==> src/rtl/reset_pkg.sv <==
// reset_pkg: types shared by the reset sequencer files.
//   state_e : sequencer states IDLE / ARMED / FLUSH / RESET
//   cause_e : latched reset cause. The encoding doubles as the request
//             priority (wdt > btn > sw), so causes compare with '>'.
package reset_pkg;

    typedef enum logic [1:0] {
        IDLE  = 2'd0,
        ARMED = 2'd1,
        FLUSH = 2'd2,
        RESET = 2'd3
    } state_e;

    typedef enum logic [1:0] {
        CAUSE_NONE = 2'd0,
        CAUSE_SW   = 2'd1,
        CAUSE_BTN  = 2'd2,
        CAUSE_WDT  = 2'd3
    } cause_e;

    // Highest-priority request raised this cycle, CAUSE_NONE if none.
    function automatic cause_e highest_req(input logic wdt, input logic btn, input logic sw);
        if (wdt)      return CAUSE_WDT;
        else if (btn) return CAUSE_BTN;
        else if (sw)  return CAUSE_SW;
        else          return CAUSE_NONE;
    endfunction

endpackage

==> src/rtl/reset_sequencer_if.sv <==
// reset_sequencer_if: control/handshake bundle of the reset sequencer.
//   sw_req    : single-cycle software reset request
//   sw_cancel : single-cycle cancel (only honoured while ARMED)
//   wdt_en    : watchdog enable level (watchdog build only)
//   wdt_kick  : single-cycle watchdog service (watchdog build only)
//   flush_ack : downstream has quiesced (level)
//   flush_req : asks downstream storage/USB logic to quiesce
//   pending   : a reset sequence is in progress
//   cause     : 0 none, 1 sw, 2 btn, 3 wdt
// master = SoC / board side, slave = the sequencer.
interface reset_sequencer_if;
    logic       sw_req;
    logic       sw_cancel;
    logic       wdt_en;
    logic       wdt_kick;
    logic       flush_ack;
    logic       flush_req;
    logic       pending;
    logic [1:0] cause;

    modport master (
        output sw_req, sw_cancel, wdt_en, wdt_kick, flush_ack,
        input  flush_req, pending, cause
    );

    modport slave (
        input  sw_req, sw_cancel, wdt_en, wdt_kick, flush_ack,
        output flush_req, pending, cause
    );
endinterface

==> src/rtl/btn_longpress.sv <==
// btn_longpress: long-press detector for the active-low user button.
//   clk, rst   : system clock, async active-high reset
//   i_btn_n    : raw button, active-low, asynchronous to clk
//   o_hit      : one-cycle pulse when the button has been held for
//                HOLD_CYCLES synchronised cycles
// The hold counter saturates at HOLD_CYCLES, so holding the button longer
// never produces a second pulse; releasing it clears the counter.
module btn_longpress #(
    parameter int HOLD_CYCLES = 48000000
) (
    input  logic clk,
    input  logic rst,
    input  logic i_btn_n,
    output logic o_hit
);
    localparam int CW = $clog2(HOLD_CYCLES + 1);
    localparam logic [CW-1:0] HOLD = CW'(HOLD_CYCLES);

    logic [1:0]    r_sync;
    logic [CW-1:0] r_cnt;
    logic          r_hit;

    always_ff @(posedge clk or posedge rst) begin
        if (rst) begin
            r_sync <= 2'b11;    // released
            r_cnt  <= '0;
            r_hit  <= 1'b0;
        end else begin
            r_sync <= {r_sync[0], i_btn_n};
            r_hit  <= 1'b0;
            if (r_sync[1]) begin
                r_cnt <= '0;
            end else if (r_cnt != HOLD) begin
                r_cnt <= r_cnt + 1'b1;
                // pulse on the same edge the counter lands on HOLD
                r_hit <= (r_cnt == HOLD - 1'b1);
            end
        end
    end

    assign o_hit = r_hit;
endmodule

==> src/rtl/reset_sequencer.sv <==
// reset_sequencer: arbitrates board-reset requests and drives the
// OrangeCrab self-reset pin.
//   clk        : system clock
//   rst        : asynchronous active-high reset
//   btn_n      : raw user button, active-low (long press requests reset)
//   nreset_out : board reset pin, active-low, registered
//   bus        : reset_sequencer_if.slave (sw_req/sw_cancel/wdt_en/
//                wdt_kick/flush_ack in, flush_req/pending/cause out)
// Sequence: IDLE -> ARMED (cancellable grace) -> FLUSH (wait for ack or
// timeout) -> RESET (pin low, terminal until rst).
// Build option: define RESET_SEQUENCER_WDT_EN to include the watchdog;
// without it wdt_en/wdt_kick are ignored and cause never reaches 3.
module reset_sequencer
    import reset_pkg::*;
#(
    parameter int GRACE_CYCLES    = 1024,
    parameter int BTN_HOLD_CYCLES = 48000000,
    parameter int FLUSH_TIMEOUT   = 4096,
    parameter int WDT_CYCLES      = 16777216
) (
    input  logic             clk,
    input  logic             rst,
    input  logic             btn_n,
    output logic             nreset_out,
    reset_sequencer_if.slave bus
);
    localparam int GW = $clog2(GRACE_CYCLES + 1);
    localparam int TW = $clog2(FLUSH_TIMEOUT + 1);
    // Counters are loaded with N-1 and the transition fires on the cycle
    // they read 0, giving exactly N cycles in the state.
    localparam logic [GW-1:0] GRACE_LOAD = GW'(GRACE_CYCLES - 1);
    localparam logic [TW-1:0] TMO_LOAD   = TW'(FLUSH_TIMEOUT - 1);

    state_e        r_state, w_state_nxt;
    cause_e        r_cause, w_cause_nxt;
    logic [GW-1:0] r_grace, w_grace_nxt;
    logic [TW-1:0] r_tmo,   w_tmo_nxt;
    logic          r_flush_req;
    logic          r_pending;
    logic          r_nreset;
    logic          w_btn_hit;
    logic          w_wdt_req;
    cause_e        w_req;

    btn_longpress #(
        .HOLD_CYCLES (BTN_HOLD_CYCLES)
    ) u_btn (
        .clk     (clk),
        .rst     (rst),
        .i_btn_n (btn_n),
        .o_hit   (w_btn_hit)
    );

`ifdef RESET_SEQUENCER_WDT_EN
    localparam int WW = $clog2(WDT_CYCLES + 1);
    localparam logic [WW-1:0] WDT_LOAD = WW'(WDT_CYCLES);

    logic [WW-1:0] r_wdt_cnt;
    logic          r_wdt_en_d;
    logic          r_wdt_hit;
    logic          w_wdt_frozen;

    assign w_wdt_frozen = (r_state == FLUSH) || (r_state == RESET);

    always_ff @(posedge clk or posedge rst) begin
        if (rst) begin
            r_wdt_cnt  <= '0;
            r_wdt_en_d <= 1'b0;
            r_wdt_hit  <= 1'b0;
        end else begin
            r_wdt_en_d <= bus.wdt_en;
            r_wdt_hit  <= 1'b0;
            if (!w_wdt_frozen) begin
                if (bus.wdt_kick || (bus.wdt_en && !r_wdt_en_d)) begin
                    r_wdt_cnt <= WDT_LOAD;
                end else if (bus.wdt_en && (r_wdt_cnt != '0)) begin
                    r_wdt_cnt <= r_wdt_cnt - 1'b1;
                    // one request as the count reaches 0; it then sits at 0
                    r_wdt_hit <= (r_wdt_cnt == WW'(1));
                end
            end
        end
    end

    assign w_wdt_req = r_wdt_hit;
`else
    logic w_unused_wdt;
    assign w_unused_wdt = bus.wdt_en ^ bus.wdt_kick ^ (WDT_CYCLES == 0);
    assign w_wdt_req    = 1'b0;
`endif

    assign w_req = highest_req(w_wdt_req, w_btn_hit, bus.sw_req);

    always_comb begin
        w_state_nxt = r_state;
        w_cause_nxt = r_cause;
        w_grace_nxt = r_grace;
        w_tmo_nxt   = r_tmo;
        case (r_state)
            IDLE: begin
                if (w_req != CAUSE_NONE) begin
                    w_state_nxt = ARMED;
                    w_cause_nxt = w_req;
                    w_grace_nxt = GRACE_LOAD;
                end
            end
            ARMED: begin
                // watchdog resets (latched or arriving now) are not cancellable
                if (bus.sw_cancel && (r_cause != CAUSE_WDT) && (w_req != CAUSE_WDT)) begin
                    w_state_nxt = IDLE;
                    w_cause_nxt = CAUSE_NONE;
                    w_grace_nxt = '0;
                end else if (w_req > r_cause) begin
                    w_cause_nxt = w_req;
                    w_grace_nxt = GRACE_LOAD;
                end else if (r_grace == '0) begin
                    w_state_nxt = FLUSH;
                    w_tmo_nxt   = TMO_LOAD;
                end else begin
                    w_grace_nxt = r_grace - 1'b1;
                end
            end
            FLUSH: begin
                if (bus.flush_ack || (r_tmo == '0)) begin
                    w_state_nxt = RESET;
                end else begin
                    w_tmo_nxt = r_tmo - 1'b1;
                end
            end
            RESET: begin
                w_state_nxt = RESET;
            end
            default: begin
                w_state_nxt = IDLE;
            end
        endcase
    end

    always_ff @(posedge clk or posedge rst) begin
        if (rst) begin
            r_state     <= IDLE;
            r_cause     <= CAUSE_NONE;
            r_grace     <= '0;
            r_tmo       <= '0;
            r_pending   <= 1'b0;
            r_flush_req <= 1'b0;
            r_nreset    <= 1'b1;
        end else begin
            r_state     <= w_state_nxt;
            r_cause     <= w_cause_nxt;
            r_grace     <= w_grace_nxt;
            r_tmo       <= w_tmo_nxt;
            r_pending   <= (w_state_nxt != IDLE);
            r_flush_req <= (w_state_nxt == FLUSH) || (w_state_nxt == RESET);
            r_nreset    <= (w_state_nxt != RESET);
        end
    end

    assign bus.pending   = r_pending;
    assign bus.flush_req = r_flush_req;
    assign bus.cause     = r_cause;
    assign nreset_out    = r_nreset;
endmodule

==> src/flat_wrapper.sv <==
// flat-port wrapper written by rule: the top's interface ports become plain ports
module reset_sequencer_flat import reset_pkg::*;
#(
    parameter int GRACE_CYCLES    = 1024,
    parameter int BTN_HOLD_CYCLES = 48000000,
    parameter int FLUSH_TIMEOUT   = 4096,
    parameter int WDT_CYCLES      = 16777216
)
  (clk, rst, btn_n, nreset_out, bus_sw_req, bus_sw_cancel, bus_wdt_en, bus_wdt_kick, bus_flush_ack, bus_flush_req, bus_pending, bus_cause);
  reset_sequencer_if bus_i ();
  input  logic clk;
  input  logic rst;
  input  logic btn_n;
  output logic nreset_out;
  input wire logic [$bits(bus_i.sw_req)-1:0] bus_sw_req;
  input wire logic [$bits(bus_i.sw_cancel)-1:0] bus_sw_cancel;
  input wire logic [$bits(bus_i.wdt_en)-1:0] bus_wdt_en;
  input wire logic [$bits(bus_i.wdt_kick)-1:0] bus_wdt_kick;
  input wire logic [$bits(bus_i.flush_ack)-1:0] bus_flush_ack;
  output wire logic [$bits(bus_i.flush_req)-1:0] bus_flush_req;
  output wire logic [$bits(bus_i.pending)-1:0] bus_pending;
  output wire logic [$bits(bus_i.cause)-1:0] bus_cause;
  assign bus_i.sw_req = bus_sw_req;
  assign bus_i.sw_cancel = bus_sw_cancel;
  assign bus_i.wdt_en = bus_wdt_en;
  assign bus_i.wdt_kick = bus_wdt_kick;
  assign bus_i.flush_ack = bus_flush_ack;
  assign bus_flush_req = bus_i.flush_req;
  assign bus_pending = bus_i.pending;
  assign bus_cause = bus_i.cause;
  reset_sequencer #(.GRACE_CYCLES(GRACE_CYCLES), .BTN_HOLD_CYCLES(BTN_HOLD_CYCLES), .FLUSH_TIMEOUT(FLUSH_TIMEOUT), .WDT_CYCLES(WDT_CYCLES)) u_core (.clk(clk), .rst(rst), .btn_n(btn_n), .nreset_out(nreset_out), .bus(bus_i));
endmodule
==> config.mk <==
export PLATFORM = sky130hd
export DESIGN_NAME = reset_sequencer_flat
export DESIGN_NICKNAME = d
export VERILOG_FILES = /design/src/rtl/reset_pkg.sv /design/src/rtl/reset_sequencer_if.sv /design/src/rtl/btn_longpress.sv /design/src/rtl/reset_sequencer.sv /design/src/flat_wrapper.sv
export SDC_FILE = /design/constraint.sdc
export NUM_CORES = 1
export LEC_CHECK = 0
export CAP_MARGIN = 20
export CELL_PAD_IN_SITES_DETAIL_PLACEMENT = 0
export CELL_PAD_IN_SITES_GLOBAL_PLACEMENT = 1
export CORE_UTILIZATION = 30
export CTS_CLUSTER_SIZE = 14
export DETAILED_ROUTE_END_ITERATION = 16
export HOLD_SLACK_MARGIN = 0.02
export PLACE_DENSITY = 0.53
export SLEW_MARGIN = 20
export SYNTH_ARGS = -nofsm -noshare
export SYNTH_HDL_FRONTEND = slang
export SYNTH_SLANG_ARGS = --single-unit
==> constraint.sdc <==
create_clock -name clk -period 6.8 [get_ports clk]
set_input_delay 2.04 -clock clk [delete_from_list [all_inputs] [get_ports clk]]
set_output_delay 2.04 -clock clk [all_outputs]
set_load 0.005 [all_outputs]
# Yosys cells after proc, flatten, opt, wreduce, memory -nomap -nowiden
# Cells that the tools add are included.
# W data, S select, Z words.
[word_totals]
output_inout_bits = 5
reg_bits = 60
inputBits = 8
elab_cells = 72
[op_classes]
order_cmp = 1
n_addsub = 3
muxes = 26
n_reduce_logical = 15
eq_ne = 17
[op_table]
columns = ["operator", "count"]
rows = [
  ["$mux W13", 4],
  ["$mux W26", 2],
  ["$mux W11", 4],
  ["$add A26 B1 Y26 const B", 1],
  ["$eq A26 B26 Y1 const B", 1],
  ["$ne A26 B26 Y1 const B", 1],
  ["$pmux W13 S2", 1],
  ["$pmux W11 S2", 1],
  ["$mux W2", 9],
  ["$logic_not A13 Y1", 1],
  ["$sub A13 B1 Y13 const B", 1],
  ["$ne A2 B2 Y1 const B", 6],
  ["$logic_not A11 Y1", 1],
  ["$sub A11 B1 Y11 const B", 1],
  ["$reduce_bool A2 Y1", 5],
  ["$eq A2 B2 Y1 const B", 4],
  ["$pmux W2 S4", 1],
  ["$reduce_and A3 Y1", 2],
  ["$reduce_and A5 Y1", 1],
  ["$ne A2 B1 Y1 const B", 2],
  ["$ne A4 B2 Y1 const B", 1],
  ["$pmux W2 S2", 1],
  ["$mux W1", 3],
  ["$ne A3 B1 Y1 const B", 1],
  ["5 further kinds", 7],
]

# Depth between registers and ports, before layout
# Gate-level depths: netlist of run 1.
[logic_depth]
depth_word = 8
ltp_mapped = 9
mapped_depth_nobuf = 8

# Modules after synthesis
# Synthesis of run 1 repeated with hierarchy kept, for this count alone.
[unflattened]
hier_cells = 345
area_unflattened_um2 = 3308.2
[by_module_without_submodules]
columns = ["mod", "cells_each", "seq_area_each_um2", "area_each_um2", "n_inst"]
rows = [
  ["reset_sequencer", 182, 752.0, 1751.7, 1],
  ["btn_longpress", 163, 728.2, 1556.5, 1],
]

# Worst setup path after synthesis of run 1
# OpenSTA, ideal clock, no wires.
[synth_timing]
path_kind = "input -> register"
from = "input bus_sw_req"
to = "register u_core.r_grace[0]"
setup_slack_ps = 3298
stages = 8
n_path_buf = 1
setup_ps = 125
arrival_ps = 3377
required_time_ps = 6675
path_cell_list = "nand2_1 -> ha_1 -> nor2b_1 -> o21ai_2 -> nand4b_4 -> and2_4 -> buf_6 -> mux2_4"
[synth_between]
elab_chain_len = 6
elab_cells_between_ends = 12
classes_between = "order compare: 1; eq/ne: 3; mux: 5; reduce/logical: 3"
[synth_lines]
columns = ["item", "line", "text"]
rows = [
  ["start: declaration", "flat_wrapper.sv:15", "input wire logic [$bits(bus_i.sw_req)-1:0] bus_sw_req;"],
  ["$mux W1 *", "reset_pkg.sv:25", "else if (sw) return CAUSE_SW;"],
  ["$mux W2 *", "reset_pkg.sv:24", "else if (btn) return CAUSE_BTN;"],
  ["$gt A2 B2 Y1 or $ne A2 B2 Y1 (tied branches)", "reset_sequencer.sv:113, reset_sequencer.sv:109", ""],
  ["$mux W11 or $logic_and A1 B1 Y1 (tied branches)", "reset_sequencer.sv:113, reset_sequencer.sv:109", ""],
  ["$mux W11 or $ne A4 B2 Y1 (tied branches)", "--", ""],
  ["$pmux W11 S2 or $reduce_and A3 Y1 (tied branches)", "--", ""],
  ["end signal: assignment", "reset_sequencer.sv:151", "r_grace <= w_grace_nxt;"],
  ["end: declaration", "reset_sequencer.sv:36", "logic [GW-1:0] r_grace, w_grace_nxt;"],
]
# Mark *: on every way between the ends. The rest lies on a longest branch, timed or not.
# A chain may end at the register's enable or synchronous reset.

# Worst setup path after layout of run 1
[layout_timing]
from = "input bus_sw_req"
to = "register u_core.r_tmo[10]"
[layout_between]
elab_chain_len = 6
elab_cells_between_ends = 8
classes_between = "order compare: 1; eq/ne: 3; mux: 2; reduce/logical: 2"
[layout_lines]
columns = ["item", "line", "text"]
rows = [
  ["$mux W1 *", "reset_pkg.sv:25", ""],
  ["$mux W2 *", "reset_pkg.sv:24", ""],
  ["$ne A2 B2 Y1", "reset_sequencer.sv:109", "if (bus.sw_cancel && (r_cause != CAUSE_WDT) && (w_req != CAUSE_WDT)) begin"],
  ["$logic_and A1 B1 Y1", "reset_sequencer.sv:109", ""],
  ["$ne A2 B2 Y1 (no source line)", "--", ""],
  ["$reduce_and A5 Y1 (no source line) *", "--", ""],
  ["end signal: assignment", "reset_sequencer.sv:152", "r_tmo <= w_tmo_nxt;"],
  ["end: declaration", "reset_sequencer.sv:37", "logic [TW-1:0] r_tmo, w_tmo_nxt;"],
]
# Marked as above.

==> results of run 1 <==
cell usage after synthesis, types with 4 or more instances:
library cell   n  share of area [%]
a21boi_0       4               0.87
a21oi_1       18                2.6
inv_1         16                1.7
and2_1         6                1.1
o31ai_1        5                1.1
nor3_1        12                1.7
nand2b_1       9                1.6
clkbuf_1      11                1.2
nand2_1       19                2.1
mux2_2         4                1.3
nor2_1        41                4.5
nand3_1       15                2.2
nor2b_1        6                1.1
nand4_1       11                2.0
xnor2_1       14                3.5
and4_1         4                1.0
nor4_1        10                1.8
dfrtp_1       57                 41
ha_1          10                3.6
xor2_1         7                1.8
a31oi_1       15                2.7
worst max-delay path, cell delays in order:
cell and delay [ps]:
clkdlybuf4s50_1 470, nand2_1 110, ha_1 140, nor2b_1 50
o21ai_2 390, a41o_1 750, and2_1 290, a41oi_1 130
routing by layer:
| layer | vias up | track usage (%) | share of wire [%] |
|---|---|---|---|
| li1 | 1347 | - | - |
| met1 | 1357 | 18.94 | 50 |
| met2 | 28 | 22.96 | 47 |
| met5 | - | 0 | 0 |
| met4 | 0 | 5.143 | 0.92 |
| met3 | 5 | 3.201 | 2.1 |
through the flow:
| stage | total power [uW] | util [%] | setup slack (ps) | instances | cell area [sq um] |
|---|---|---|---|---|---|
| finish | 1464 | 36.39 | 2605 | 513 | 4014 |
| detailed placement | 947.2 | 33.30 | 2234 | 497 | 3674 |
| CTS | 1482 | 36.39 | 2575 | 513 | 4014 |
| global route | 1556 | 36.39 | 2430 | 513 | 4014 |
| global placement | 947.3 | 33.30 | 2239 | 497 | 3674 |
| floorplan | 842.7 | - | 3280 | 361 | 3457 |
kinds of logic (layout without fill, tap and decap cells):
kind of cell	after synthesis	in the layout
AND/OR/NAND/NOR	155	155
AO/OA/AOI/OAI	76	76
flip-flops	60	60
buffers and inverters	31	43
XOR/XNOR	21	21
adder cells (fa/ha/maj)	10	10
multiplexers	8	8
sequential cells by signal, summed over array words and instances (netlist names):
register	flops
u_core.bus.cause	2
u_core.bus.flush_req	1
u_core.bus.pending	1
u_core.nreset_out	1
u_core.r_grace	11
u_core.r_state	2
u_core.r_tmo	13
u_core.u_btn.o_hit	1
u_core.u_btn.r_cnt	26
u_core.u_btn.r_sync	2
path summary, 6_finish.rpt:
| check | start | end | slack, ps | cells past startpoint |
|---|---|---|---|---|
| min in group asynchronous | rst | u_core.r_tmo[8]$_DFFE_PP0P_ | 2260 | 3 |
| max in group asynchronous | rst | u_core.r_grace[3]$_DFFE_PP0P_ | 4020 | 3 |
| worst min register to register | u_core.u_btn.r_sync[0]$_DFF_PP1_ | u_core.u_btn.r_sync[1]$_DFF_PP1_ | 360 | 0 |
| worst max register to register | u_core.r_grace[0]$_DFFE_PP0P_ | u_core.r_tmo[10]$_DFFE_PP0P_ | 4070 | 7 |
| worst max-delay path | bus_sw_req | u_core.r_tmo[10]$_DFFE_PP0P_ | 2600 | 8 |
| worst min-delay path | u_core.u_btn.r_sync[0]$_DFF_PP1_ | u_core.u_btn.r_sync[1]$_DFF_PP1_ | 360 | 0 |
cell type report:
| type | count | area share (%) |
|---|---|---|
| repair buffers | 11 | 2.681 |
| clock buffers | 9 | 5.611 |
| flip-flops and latches | 60 | 37.50 |
| clock inverters | 7 | 2.868 |
| inverters | 16 | 1.496 |
| multi-input cells | 270 | 45.48 |
| well taps | 140 | 4.364 |
power breakdown:
group,switching [uW],total [uW],internal (uW)
Combinational,264,452,188
Clock,169,526,356
Sequential,67.8,486,418
Total,501,1460,963
==> impl_metrics.env, run 1 <==
export IMPL_path_class="input pin to flip-flop"
export IMPL_ys_flop_type="dfrtp_1"
export IMPL_drtIter0Drc=91
export IMPL_fin_crit_sh_pct=61.70
export IMPL_leakage_uw=0.001538
export IMPL_fin_setup_tns_ps=0
export IMPL_dp_hpwl_mm=4.881
export IMPL_synthSimpleGateAreaFrac_pct=25.08
export IMPL_synth_top_family_by_area="simple AND/OR/NAND/NOR gates"
export IMPL_final_cell_mix="57 x dfrtp_1, 41 x nor2_1, 19 x nand2_1"
export IMPL_fin_hold_ws_ps=357.2
export IMPL_path_clk_slew_ps=60
export IMPL_synth_edf_count=0
export IMPL_avgViaCountPerCell=5.335
export IMPL_ir_drop_uv=131.6
export IMPL_drcViolationCount=0
export IMPL_grt_pass1_vias=2737
export IMPL_wl_per_cell_um=14.79
export IMPL_cts_buffers=9
export IMPL_clock_sinks=60
export IMPL_globalRouteTotalUtil_pct=14.32
export IMPL_worstSetupEndpointType="flip-flop"
export IMPL_grt_max_degree=61
export IMPL_final_common_cell="dfrtp_1"
export IMPL_status="finished, final reports clean"
export IMPL_grt_pass1_wl_mm=13.32
export IMPL_dieHeight_um=109.3
export IMPL_drive_gt1_share_pct=11.53
export IMPL_ys_async_sr_fraction_pct=100.0
export IMPL_post_cts_resize_count=0
export IMPL_slew_headroom_pct=39.74
export IMPL_cts_hold_fix_buffers=0
export IMPL_hold_viol=0
export IMPL_start_util_pct=31.34
export IMPL_seqCellArea_sq_um=1505
export IMPL_die_w_um=109.3
export IMPL_multi_input_area_sq_um=1826
export IMPL_vias=2737
export IMPL_syn_area_sq_um=3457
export IMPL_fmax_ghz=0.2384
export IMPL_critPathMaxFanout=21
export IMPL_cap_viol_max_count=0
export IMPL_antenna_left=0
export IMPL_period_needed_ps=4195
export IMPL_synth_compound_area_share_pct=16.03
export IMPL_syn2layout_area_growth_pct=16.11
export IMPL_worst_pin_slew_ps=903.9
export IMPL_drtPass1Iterations=4
export IMPL_critical_path_arrival_ps=4390
export IMPL_drv_slew=0
export IMPL_cts_tree="built"
export IMPL_clock_path_buffers=2
export IMPL_coreArea_sq_um=11030
export IMPL_dieArea_sq_um=11960
export IMPL_skew_ps=8.312
export IMPL_antenna_found_initial=0
export IMPL_fillers=1128
export IMPL_wl_mm=7.587
export IMPL_setup_viol=0
export IMPL_synth_cell_type_count=60
export IMPL_overflow=0
export IMPL_synth_mux_area_share_pct=2.751
export IMPL_root_buffer="clkbuf_16"
export IMPL_io_buffers=10
export IMPL_rsz0062_at_grt="no"
export IMPL_layout_nets=386
export IMPL_synth_xor_area_share_pct=5.320
export IMPL_num_antenna_cells=0
export IMPL_syn_inst=361
export IMPL_hp_class="flip-flop to flip-flop"
export IMPL_ios=13
export IMPL_cp_data_required_time_ps=7000
export IMPL_std_cell_rows=38
export IMPL_post_cts_buffers=0
export IMPL_ys_ff_latch=60
export IMPL_p_per_area_nw_per_um2=364.8
export IMPL_insertion_delay_ps=330
export IMPL_synthAdderAreaFrac_pct=3.619
export IMPL_gp_congestion=0.7424
export IMPL_synth_seq_area_share_pct=43.54
export IMPL_cts_htree_levels=3
export IMPL_syn_nets=379
export IMPL_startpoint_type="input pin"
export IMPL_yosysWarnings=0
export IMPL_syn_area_per_cell_sq_um=9.576
No activity file was read; power rests on OpenSTA's default activity.
==> run 2, diff against run 1 <==
clock period = 3.94 ns   (was 6.8 ns; I/O delays follow)
==> impl_metrics.env, run 2 (synthesized netlist as in run 1, its figures left out) <==
export IMPL_drcViolationCount=0
export IMPL_worstSetupEndpointType="flip-flop"
export IMPL_largest_reg_flops=26
export IMPL_hp_class="flip-flop to flip-flop"
export IMPL_cpLargestDelayFamily="compound AO/OA/AOI/OAI gates"
export IMPL_worstPathCellList="clkdlybuf4s50_1 > nand2_1 > ha_1 > nor2b_1 > o21ai_2 > a41o_1 > buf_4 > and2_1 > a41oi_1"
export IMPL_r2r_end="u_core.r_tmo[10]$_DFFE_PP0P_"
export IMPL_top_layer="met4"
export IMPL_hold_end="u_core.u_btn.r_sync[1]$_DFF_PP1_"
export IMPL_grt_pass1_wl_mm=13.15
export IMPL_drtIter0Drc=72
export IMPL_gp_congestion=0.7191
export IMPL_critical_path_arrival_ps=3210
export IMPL_slowest_stage="clkdlybuf4s50_1"
export IMPL_pre_cts_slack_ps=536.3
export IMPL_root_buffer="clkbuf_16"
export IMPL_drtPass1Iterations=4
export IMPL_dieArea_sq_um=11960
export IMPL_fin_crit_sh_pct=76.38
export IMPL_drv_slew=0
export IMPL_final_common_cell="dfrtp_1"
export IMPL_r2r_start="u_core.r_grace[0]$_DFFE_PP0P_"
export IMPL_antenna_left=0
export IMPL_ir_drop_uv=282.0
export IMPL_fin_setup_tns_ps=0
export IMPL_stdcell_count=517
export IMPL_hold_viol=0
export IMPL_hold_depth=0
export IMPL_wl_mm=7.692
export IMPL_wl_per_cell_um=14.88
export IMPL_crit_buf_inv=2
export IMPL_period_needed_ps=3009
export IMPL_std_cell_rows=38
export IMPL_io_buffers=10
export IMPL_critPathMaxFanout=21
export IMPL_worst_pin_slew_ps=602.7
export IMPL_grt_pass1_vias=2685
export IMPL_cts_hold_fix_buffers=0
export IMPL_cts_buffers=9
export IMPL_fin_hold_ws_ps=354.3
export IMPL_slew_headroom_pct=59.45
export IMPL_critPathMaxStageDelay_ps=470
export IMPL_clock_sinks=60
export IMPL_leakage_uw=0.001526
export IMPL_ff2ff_setup_slack_ps=1510
export IMPL_ios=13
export IMPL_status="finished, final reports clean"
export IMPL_fmax_ghz=0.3323
export IMPL_avgViaCountPerCell=5.234
export IMPL_path_clk_slew_ps=50
export IMPL_vias=2706
export IMPL_finalPower_uw=2363
export IMPL_syn2layout_area_growth_pct=15.09
export IMPL_start_util_pct=31.34
export IMPL_wl_met2_mm=3.614
export IMPL_hold_start="u_core.u_btn.r_sync[0]$_DFF_PP1_"
export IMPL_die_w_um=109.3
export IMPL_cts_tree="built"
export IMPL_p_per_area_nw_per_um2=593.9
export IMPL_cp_data_required_time_ps=4140
export IMPL_path_class="input pin to flip-flop"
export IMPL_regMostFlops="u_core.u_btn.r_cnt"
export IMPL_post_cts_resize_count=0
export IMPL_post_cts_buffers=0
export IMPL_rsz0062_at_grt="no"
export IMPL_cts_htree_levels=3
export IMPL_fin_ws_ps=930.7
export IMPL_skew_ps=6.581
export IMPL_grt_max_degree=48
export IMPL_route_layer_met1_wl_mm=3.743
export IMPL_top_regs="u_core.u_btn.r_cnt: 26 flops, u_core.r_tmo: 13 flops, u_core.r_grace: 11 flops"
export IMPL_globalRouteTotalUtil_pct=14.33
export IMPL_overflow=0
export IMPL_antenna_found_initial=0
export IMPL_final_cell_mix="57 x dfrtp_1, 41 x nor2_1, 19 x nand2_1"
export IMPL_drive_gt1_share_pct=11.94
export IMPL_setup_viol=0
export IMPL_cap_viol_max_count=0
export IMPL_reg2regPathDepth=8
export IMPL_fillers=1143
export IMPL_layout_nets=390
export IMPL_dp_hpwl_mm=5.085
export IMPL_insertion_delay_ps=330
export IMPL_clock_path_buffers=2
export IMPL_num_antenna_cells=0
export IMPL_startpoint_type="input pin"
export IMPL_coreArea_sq_um=11030
export IMPL_dieHeight_um=109.3
export IMPL_placedCellCount=501
export IMPL_wl_met3_um=221
## run 2: cell count changes in the layout (fill, tap and decap cells not counted), sizes merged
cell and change:
buf +4, bufinv -3, clkbuf +2, clkinv +1
## run 2: worst max-delay path by stage
stage | startpoint | cells past startpoint | slack (ps) | to
6_report | bus_sw_req | 9 | 930 | u_core.r_tmo[10]$_DFFE_PP0P_
3_3_place_gp | bus_sw_req | 9 | 540 | u_core.r_tmo[10]$_DFFE_PP0P_
4_1_cts | bus_sw_req | 9 | 890 | u_core.r_tmo[10]$_DFFE_PP0P_
2_1_floorplan | rst | 1 | 1280 | u_core.bus.cause[0]$_DFFE_PP0P_
3_5_place_dp | bus_sw_req | 9 | 540 | u_core.r_tmo[10]$_DFFE_PP0P_
5_1_grt | bus_flush_ack | 6 | 740 | u_core.r_tmo[7]$_DFFE_PP0P_
## run 2: layout make-up
type,count,area [sq um],share of cell area (%)
Tap cell,140,175.2,4.403
Clock buffer,11,232.7,5.849
Sequential cell,60,1505,37.83
Clock inverter,5,30.03,0.7547
Inverter,16,60.06,1.509
Multi-Input combinational cell,270,1826,45.88
Timing Repair Buffer,15,150.1,3.774
## run 2: power by group
part / switching [uW] / leakage (uW) / internal, uW
Sequential: 120 / 0.000711 / 722
Combinational: 459 / 0.000690 / 356
Clock: 284 / 0.000125 / 422
## run 2: stage by stage
stage | util [%] | area [sq um]
2_1_floorplan | - | 3457
3_3_place_gp | 33.69 | 3716
3_5_place_dp | 33.69 | 3716
4_1_cts | 36.07 | 3979
5_1_grt | 36.07 | 3979
6_report | 36.07 | 3979
## run 2: routing by layer
layer,vias up,global-route usage [%]
li1,1352,-
met2,27,23.27
met4,0,5.143
met5,-,0
met1,1318,18.24
met3,9,3.912
## run 2: worst reg2reg max path: cells and delay by family (launching register included)
family | cells | cell delay [ps]
and+or+nand+nor | 3 | 970
DFF | 1 | 420
AOI/OAI and AO/OA | 2 | 370
buffers and inverters | 2 | 320
adders and majority gates | 1 | 220
